[src/rtl/hex_frame_sequencer.sv]
// Shares one hex-to-seven-segment decoder across six HEX displays.
// A frame is scanned one nibble per cycle and then committed to all six displays at once.
module hex_frame_sequencer #(
  parameter logic [6:0] BLANK_CODE = 7'b1111111,
  parameter int unsigned MIN_DIGITS = 1
) (
  input  logic        clk,
  input  logic        reset,
  input  logic        in_valid,
  output logic        in_ready,
  input  logic [23:0] in_data,
  input  logic [5:0]  in_blank,
  input  logic        lz_en,
  output logic [3:0]  dec_val,
  input  logic [6:0]  dec_leds,
  output logic [6:0]  HEX0,
  output logic [6:0]  HEX1,
  output logic [6:0]  HEX2,
  output logic [6:0]  HEX3,
  output logic [6:0]  HEX4,
  output logic [6:0]  HEX5,
  output logic        busy,
  output logic        done
);

  localparam logic [2:0] MIN_IDX = 3'(MIN_DIGITS);

  typedef enum logic {IDLE, SCAN} state_t;

  state_t      state_q, state_d;
  logic [23:0] data_p0;
  logic [5:0]  blank_p0;
  logic        lz_p0;
  logic [2:0]  idx;
  logic        nz_seen;
  logic [6:0]  shadow [1:5];
  logic [6:0]  hex_q [6];
  logic        accept;
  logic        last;
  logic [3:0]  nibble;
  logic        blank_bit;
  logic        suppress;
  logic [6:0]  seg_d;

  function automatic logic [3:0] sel_nibble(input logic [23:0] d, input logic [2:0] i);
    logic [3:0] n;
    n = 4'h0;
    case (i)
      3'd0: n = d[3:0];
      3'd1: n = d[7:4];
      3'd2: n = d[11:8];
      3'd3: n = d[15:12];
      3'd4: n = d[19:16];
      3'd5: n = d[23:20];
      default: n = 4'h0;
    endcase
    return n;
  endfunction

  function automatic logic sel_blank(input logic [5:0] b, input logic [2:0] i);
    logic r;
    r = 1'b0;
    case (i)
      3'd0: r = b[0];
      3'd1: r = b[1];
      3'd2: r = b[2];
      3'd3: r = b[3];
      3'd4: r = b[4];
      3'd5: r = b[5];
      default: r = 1'b0;
    endcase
    return r;
  endfunction

  always_comb begin
    state_d  = state_q;
    in_ready = 1'b0;
    busy     = 1'b0;
    accept   = 1'b0;
    last     = 1'b0;
    case (state_q)
      IDLE: begin
        in_ready = 1'b1;
        accept   = in_valid;
        if (in_valid) state_d = SCAN;
      end
      SCAN: begin
        busy = 1'b1;
        last = (idx == 3'd0);
        if (last) state_d = IDLE;
      end
      default: state_d = IDLE;
    endcase
  end

  // Per-digit decision: leading zeros count only nibble values, never the blank mask
  always_comb begin
    nibble    = sel_nibble(data_p0, idx);
    blank_bit = sel_blank(blank_p0, idx);
    suppress  = lz_p0 & ~nz_seen & (nibble == 4'h0) & (idx >= MIN_IDX);
    seg_d     = (blank_bit | suppress) ? BLANK_CODE : dec_leds;
    dec_val   = busy ? nibble : 4'h0;
  end

  // Frame capture stage: latched once per accepted frame, ignored during the scan
  always_ff @(posedge clk) begin
    if (accept) begin
      data_p0  <= in_data;
      blank_p0 <= in_blank;
      lz_p0    <= lz_en;
    end
  end

  // Scan stage: digits 5..1 park in shadow; digit 0 goes straight to the display with the rest
  always_ff @(posedge clk) begin
    if (reset) begin
      state_q <= IDLE;
      idx     <= 3'd5;
      nz_seen <= 1'b0;
      done    <= 1'b0;
      for (int i = 1; i < 6; i++) shadow[i] <= BLANK_CODE;
      for (int i = 0; i < 6; i++) hex_q[i] <= BLANK_CODE;
    end else begin
      state_q <= state_d;
      done    <= 1'b0;
      if (accept) begin
        idx     <= 3'd5;
        nz_seen <= 1'b0;
      end else if (busy) begin
        for (int i = 1; i < 6; i++) begin
          if (idx == 3'(i)) shadow[i] <= seg_d;
        end
        nz_seen <= nz_seen | (nibble != 4'h0);
        idx     <= idx - 3'd1;
        if (last) begin
          hex_q[0] <= seg_d;
          for (int i = 1; i < 6; i++) hex_q[i] <= shadow[i];
          done <= 1'b1;
        end
      end
    end
  end

  assign HEX0 = hex_q[0];
  assign HEX1 = hex_q[1];
  assign HEX2 = hex_q[2];
  assign HEX3 = hex_q[3];
  assign HEX4 = hex_q[4];
  assign HEX5 = hex_q[5];

endmodule

[config.mk]
export PLATFORM = sky130hd
export DESIGN_NAME = hex_frame_sequencer
export DESIGN_NICKNAME = d
export VERILOG_FILES = /design/src/rtl/hex_frame_sequencer.sv
export SDC_FILE = /design/constraint.sdc
export NUM_CORES = 1
export LEC_CHECK = 0
export CAP_MARGIN = 20
export CORE_UTILIZATION = 50
export DETAILED_ROUTE_END_ITERATION = 6
export GPL_ROUTABILITY_DRIVEN = 0
export PLACE_DENSITY = 0.77
export SLEW_MARGIN = 20
export SYNTH_ARGS = -nofsm -noshare
export SYNTH_HDL_FRONTEND = slang
export SYNTH_SLANG_ARGS = --single-unit
[constraint.sdc]
create_clock -name clk -period 7.9 [get_ports clk]
set_input_delay 2.37 -clock clk [delete_from_list [all_inputs] [get_ports clk]]
set_output_delay 2.37 -clock clk [all_outputs]
set_load 0.005 [all_outputs]
==> impl_metrics.env, run 1 <==
export IMPL_setup_viol=0
export IMPL_via_per_inst=5.585
export IMPL_async_flop_share_pct=0
export IMPL_synth_mux_area_share_pct=0
export IMPL_worstHoldPathCells=1
export IMPL_r2r_cells=8
export IMPL_finalCritPeriodShare_pct=66.14
export IMPL_wl_per_cell_um=17.41
export IMPL_stdcell_area_um2=6218
export IMPL_tns_ps=0
export IMPL_drt_wl_total_um=9472
export IMPL_period_needed_ps=5225
export IMPL_worstPathArrival_ps=2850
export IMPL_dr_wl_met2_um=4870
export IMPL_status="completed"
export IMPL_stdcell_count=544
export IMPL_dr_wl_met3_um=456
export IMPL_die_area_um2=9872
export IMPL_maxCapViolations=0
export IMPL_relSlewSlack_pct=50.88
export IMPL_dpl_worst_slack_ps=3239
export IMPL_synth_xor_area_share_pct=0.1848
export IMPL_grt_max_degree=58
export IMPL_syn_to_final_growth_pct=31.20
export IMPL_diodes=0
export IMPL_power_leakage_nw=1.823
export IMPL_timing_fmax_ghz=0.1914
export IMPL_hold_class="flop to flop"
export IMPL_synthFlopType="edfxtp_1"
export IMPL_placed_cell_area_um2=5655
export IMPL_synthTopCellsByArea="edfxtp_1, or3_1, nand2_1"
export IMPL_hold_end="hex_q[1][2]"
export IMPL_grt_pass1_vias=3006
export IMPL_cts_setup_buffers=0
export IMPL_drc=0
export IMPL_path_cells="inv_1 -> ha_1 -> a22o_1 -> a221oi_1 -> o22a_2 -> nor2_1 -> clkdlybuf4s50_1"
export IMPL_synth_edf_count=108
export IMPL_cts_hold_buf=0
export IMPL_synth_seq_cells=114
export IMPL_r2r_start="idx[1]"
export IMPL_synth_nets=383
export IMPL_ios=90
export IMPL_root_buffer="clkbuf_8"
export IMPL_start_util_pct=51.54
export IMPL_detail_route_antenna_nets=0
export IMPL_peakVddDrop_uv=137.0
export IMPL_grt_pass1_wl_um=15090
export IMPL_clkSinkCount=114
export IMPL_syn_area_um2=4740
export IMPL_clk_pin_slew_ps=50
export IMPL_yosys_area_top_type_share_pct=68.43
export IMPL_synthAdderAreaFrac_pct=1.320
export IMPL_cp_required_ps=5530
export IMPL_crit_type="flop to output port"
export IMPL_synth_top_family_by_area="simple AND/OR/NAND/NOR gates"
export IMPL_die_h_um=99.36
export IMPL_clockBufferDepth=2
export IMPL_yosysSeqAreaShare_pct=70.96
export IMPL_finClkSkew_ps=5.889
export IMPL_rsz0062_at_grt="false"
export IMPL_synthCells=337
export IMPL_met1_length_um=3889
export IMPL_grt_overflow_total=0
export IMPL_yosys_area_share_simple_pct=17.58
export IMPL_hold_ws_ps=493.8
export IMPL_vias=3038
export IMPL_power_density_nw_per_um2=242.7
export IMPL_first_pass_iters=5
export IMPL_fillers=672
export IMPL_top_layer="met4"
export IMPL_yosysUniqueCellTypes=42
export IMPL_cts_tree="done"
export IMPL_fin_ws_ps=2675
export IMPL_clock_latency_ps=510
export IMPL_tightest_slew_ps=736.7
export IMPL_yosysTopAreaCell="edfxtp_1"
export IMPL_hpwl_um=6061
export IMPL_cts_resized=0
export IMPL_cts_buffers_inserted=17
export IMPL_htreeDepth=4
export IMPL_drv_slew=0
export IMPL_coreArea_um2=9196
export IMPL_synth_warnings=0
export IMPL_antenna_found_initial=0
export IMPL_hp_start="shadow[0][9]"
export IMPL_reg2reg_slack_ps=5140
export IMPL_hold_viol=0
export IMPL_die_width_um=99.36
export IMPL_track_usage_pct=20.60
export IMPL_cp_max_fo=20
export IMPL_numPortBuffers=89
export IMPL_critPathSlowestCell="ha_1"
export IMPL_max_stage_delay_ps=650
export IMPL_crit_path_end_kind="output port"
export IMPL_avgSynthCellArea_um2=14.06
export IMPL_drive_gt1_share_pct=11.78
export IMPL_cp_start_kind="flop"
export IMPL_synth_compound_area_share_pct=6.257
export IMPL_rr_endpoint="shadow[0][25]"
export IMPL_rows=35
export IMPL_place_inst=513
export IMPL_drt_initial_drc_count=190
export IMPL_nNetsFinal=467
-- cell type report --
cell class | count | area (um2) | area share (%)
Clock buffer | 19 | 421.7 | 6.781
Multi-Input combinational cell | 189 | 1210 | 19.46
Clock inverter | 12 | 141.4 | 2.274
Inverter | 6 | 22.52 | 0.3622
Sequential cell | 114 | 3363 | 54.08
Tap cell | 111 | 138.9 | 2.233
Timing Repair Buffer | 93 | 920.9 | 14.81
-- worst max path at each step --
stage / cells past startpoint / end / slack [ps] / from
4_1_cts: 7 / dec_val[1] / 2670 / idx[1]
3_3_place_gp: 7 / dec_val[1] / 3290 / idx[1]
3_5_place_dp: 7 / dec_val[0] / 3240 / idx[1]
2_1_floorplan: 2 / blank_p0[0] / 3740 / in_valid
6_report: 7 / dec_val[1] / 2680 / idx[1]
5_1_grt: 7 / dec_val[1] / 2470 / idx[1]
-- per-stage QoR --
stage / power, mW / utilization [%]
floorplan: 0.7513 / -
global placement: 0.7894 / 61.50
detailed placement: 0.7930 / 61.50
CTS: 1.521 / 67.62
global route: 1.555 / 67.62
finish: 1.509 / 67.62
-- flip-flops by register name, indices dropped and copies added, names as in the netlist --
| signal | count |
|---|---|
| blank_p0 | 6 |
| data_p0 | 24 |
| done | 1 |
| hex_q | 42 |
| idx | 3 |
| lz_p0 | 1 |
| nz_seen | 1 |
| shadow | 35 |
| state_q | 1 |
-- cell usage in the layout, fill, tap and decap left out, types with 3 or more instances in the layout --
cell and count:
ha_1 5, nor2_1 7, nand2b_1 9, nor4b_1 12, a21oi_1 7, clkinv_2 5, clkbuf_16 16, nor3_1 23
dfxtp_1 6, nand2_1 44, buf_4 4, a21o_1 4, clkdlybuf4s50_1 89, or2_2 3, bufinv_16 3, a22oi_1 5
inv_1 5, nor4_1 7, or3_1 35, edfxtp_1 108, clkinvlp_4 3
-- critical path, delay by kind of cell, from the launching register on --
kind            cells  cell delay [ps]
buf+inv             2              650
simple gates        1              100
fa+ha+maj           1              650
compound gates      3              560
flops               1              390
-- synthesized netlist by cell type, drive strengths merged (2+ instances only) --
cell    count
edfxtp    108
nand2      45
or3        35
nor3       23
buf        14
clkbuf     14
nor4b      14
nand2b      9
nor2        8
a21oi       7
a22oi       7
nor4        7
dfxtp       6
inv         6
ha          5
a21o        4
a221oi      3
a22o        3
or2         3
a31o        2
o22a        2
-- routing by layer --
layer	global-route usage, %	vias to the layer above
met5	0	-
met4	9.389	0
met3	7.098	23
met2	34.40	109
met1	24.09	1459
li1	-	1447
-- report_power, final --
group          total [mW]  internal [mW]  switching, mW
Clock               0.728          0.473          0.255
Sequential          0.683          0.675        0.00766
Combinational      0.0987         0.0404         0.0583
Total                1.51           1.19          0.321
-- kinds of logic after synthesis --
group	after synthesis
AOI/OAI and AO/OA	35
xor gates and xnor gates	1
adders and majority gates	5
buffers and inverters	34
DFF	114
and+or+nand+nor	148
Power figures use the tool's default switching activity.
==> run 2, diff against run 1 <==
CORE_UTILIZATION = 47   (was 50)
PLACE_DENSITY = 0.76   (was 0.77)
clock period = 4.8 ns   (was 7.9 ns; I/O delays follow)
==> impl_metrics.env, run 2 (synthesis results as in run 1) <==
export IMPL_fin_ws_ps=492.8
export IMPL_layout_common_cells="edfxtp_1, clkdlybuf4s50_1, nand2_1, or3_1, nor3_1"
export IMPL_mostFrequentLayoutCell="edfxtp_1"
export IMPL_cp_max_fo=20
export IMPL_grtUsageMet3_pct=5.814
export IMPL_clockPowerShare_pct=47.6
export IMPL_peakVddDrop_uv=250.4
export IMPL_clk_pin_slew_ps=50
export IMPL_drt_initial_drc_count=200
export IMPL_drive_gt1_share_pct=11.98
export IMPL_largest_reg_flops=42
export IMPL_grt_pass1_wl_um=14360
export IMPL_relSlewSlack_pct=52.50
export IMPL_fillers=747
export IMPL_cts_hold_buf=0
export IMPL_worstHoldPathCells=1
export IMPL_power_leakage_nw=1.815
export IMPL_tns_ps=0
export IMPL_fin_total_pwr_mw=2.449
export IMPL_dpl_worst_slack_ps=1039
export IMPL_maxCapViolations=0
export IMPL_met1_usage_pct=23.59
export IMPL_drv_slew=0
export IMPL_p_seq_share_pct=45.8
export IMPL_ios=90
export IMPL_hp_start="shadow[0][15]"
export IMPL_clkSinkCount=114
export IMPL_track_usage_pct=18.99
export IMPL_rows=36
export IMPL_combinationalPowerShare_pct=6.6
export IMPL_hold_end="hex_q[2][1]"
export IMPL_grt_overflow_total=0
export IMPL_cts_tree="done"
export IMPL_grt_pass1_vias=2848
export IMPL_die_area_um2=10490
export IMPL_crit_path_end_kind="output port"
export IMPL_htreeDepth=4
export IMPL_hpwl_um=5783
export IMPL_die_width_um=102.4
export IMPL_swShare_pct=22.05
export IMPL_vias=2997
export IMPL_diodes=0
export IMPL_p_int_mw=1.909
export IMPL_syn_to_final_growth_pct=31.65
export IMPL_cp_required_ps=3360
export IMPL_rsz0062_at_grt="false"
export IMPL_first_pass_iters=5
export IMPL_rr_endpoint="shadow[0][27]"
export IMPL_crit_type="flop to output port"
export IMPL_p_sw_mw=0.5399
export IMPL_nNetsFinal=467
export IMPL_detail_route_antenna_nets=0
export IMPL_grt_max_degree=58
export IMPL_status="completed"
export IMPL_utilization_pct=63.84
export IMPL_hold_class="flop to flop"
export IMPL_cts_resized=0
export IMPL_cts_buffers_inserted=17
export IMPL_top_register="hex_q"
export IMPL_grt_busiest_layer="met2"
export IMPL_via_per_inst=5.286
export IMPL_top_regs="hex_q: 42 flops, shadow: 35 flops, data_p0: 24 flops"
export IMPL_hold_viol=0
export IMPL_setup_viol=0
export IMPL_start_util_pct=48.49
export IMPL_cts_setup_buffers=0
export IMPL_r2r_start="idx[1]"
export IMPL_multiInputGateArea_um2=1210
export IMPL_root_buffer="clkbuf_8"
export IMPL_reg2reg_slack_ps=2040
export IMPL_seqCellArea_um2=3363
export IMPL_wl_per_cell_um=15.95
export IMPL_finalCritPeriodShare_pct=89.73
export IMPL_worstPathArrival_ps=2870
export IMPL_coreArea_um2=9774
export IMPL_antenna_found_initial=0
export IMPL_finClkSkew_ps=7.673
export IMPL_tightest_slew_ps=712.5
export IMPL_cp_start_kind="flop"
export IMPL_clock_latency_ps=510
export IMPL_timing_fmax_ghz=0.2322
export IMPL_drt_wl_total_um=9043
export IMPL_drc=0
export IMPL_use_met2_pct=30.26
export IMPL_clockBufferDepth=2
export IMPL_period_needed_ps=4307
export IMPL_r2r_cells=8
export IMPL_numPortBuffers=89
export IMPL_die_h_um=102.4
export IMPL_power_density_nw_per_um2=392.5
-- run 2: cell count changes in the layout (fill, tap and decap cells not counted), sizes merged --
cell,before,now
clkinv,6,7
clkbuf,19,18
inv,6,7
clkinvlp,3,4
bufinv,3,2
-- run 2: worst max path at each step --
stage                             end  startpoint  cells after the start
after detailed placement   dec_val[1]      idx[1]                      7
final                      dec_val[0]      idx[1]                      6
after global placement     dec_val[1]      idx[1]                      7
after CTS                  dec_val[1]      idx[1]                      7
after floorplan           blank_p0[0]    in_valid                      2
after global routing       dec_val[0]      idx[1]                      6
-- run 2: metal layers --
layer  up-vias  wire, um  share of wire (%)
li1       1449         -                  -
met1      1409      3754                 42
met2       124      4489                 50
met3        15       579                6.4
met4         0       220                2.4
met5         -         0                  0
-- run 2: power by group through the flow --
stage / Sequential (mW) / Combinational, mW / Clock [mW]
finish: 1.12 / 0.161 / 1.17
global route: 1.12 / 0.176 / 1.23
CTS: 1.12 / 0.161 / 1.18
detailed placement: 1.14 / 0.160 / 0
global placement: 1.14 / 0.157 / 0
floorplan: 1.14 / 0.0989 / 0
-- run 2: critical path, stage by stage (launching register included) --
cell	delay (ps)
dfxtp_1	380
inv_1	160
ha_1	640
a22oi_1	200
o22a_1	300
nor2_1	150
clkdlybuf4s50_1	530
-- run 2: cell type report --
class                   count  area share (%)
flip-flops and latches    114           53.90
well taps                 133           2.667
repair buffers             93           14.76
multi-input cells         189           19.39
clock inverters            14           2.226
clock buffers              18           6.697
inverters                   6          0.3609
-- run 2: metrics by stage --
stage               cells  hold slack, ps  instance area [um2]
finish                567           498.3                 6240
global route          567           519.0                 6240
CTS                   567           503.3                 6240
detailed placement    535           490.6                 5683
global placement      535           488.0                 5683
floorplan             337           480.7                 4740
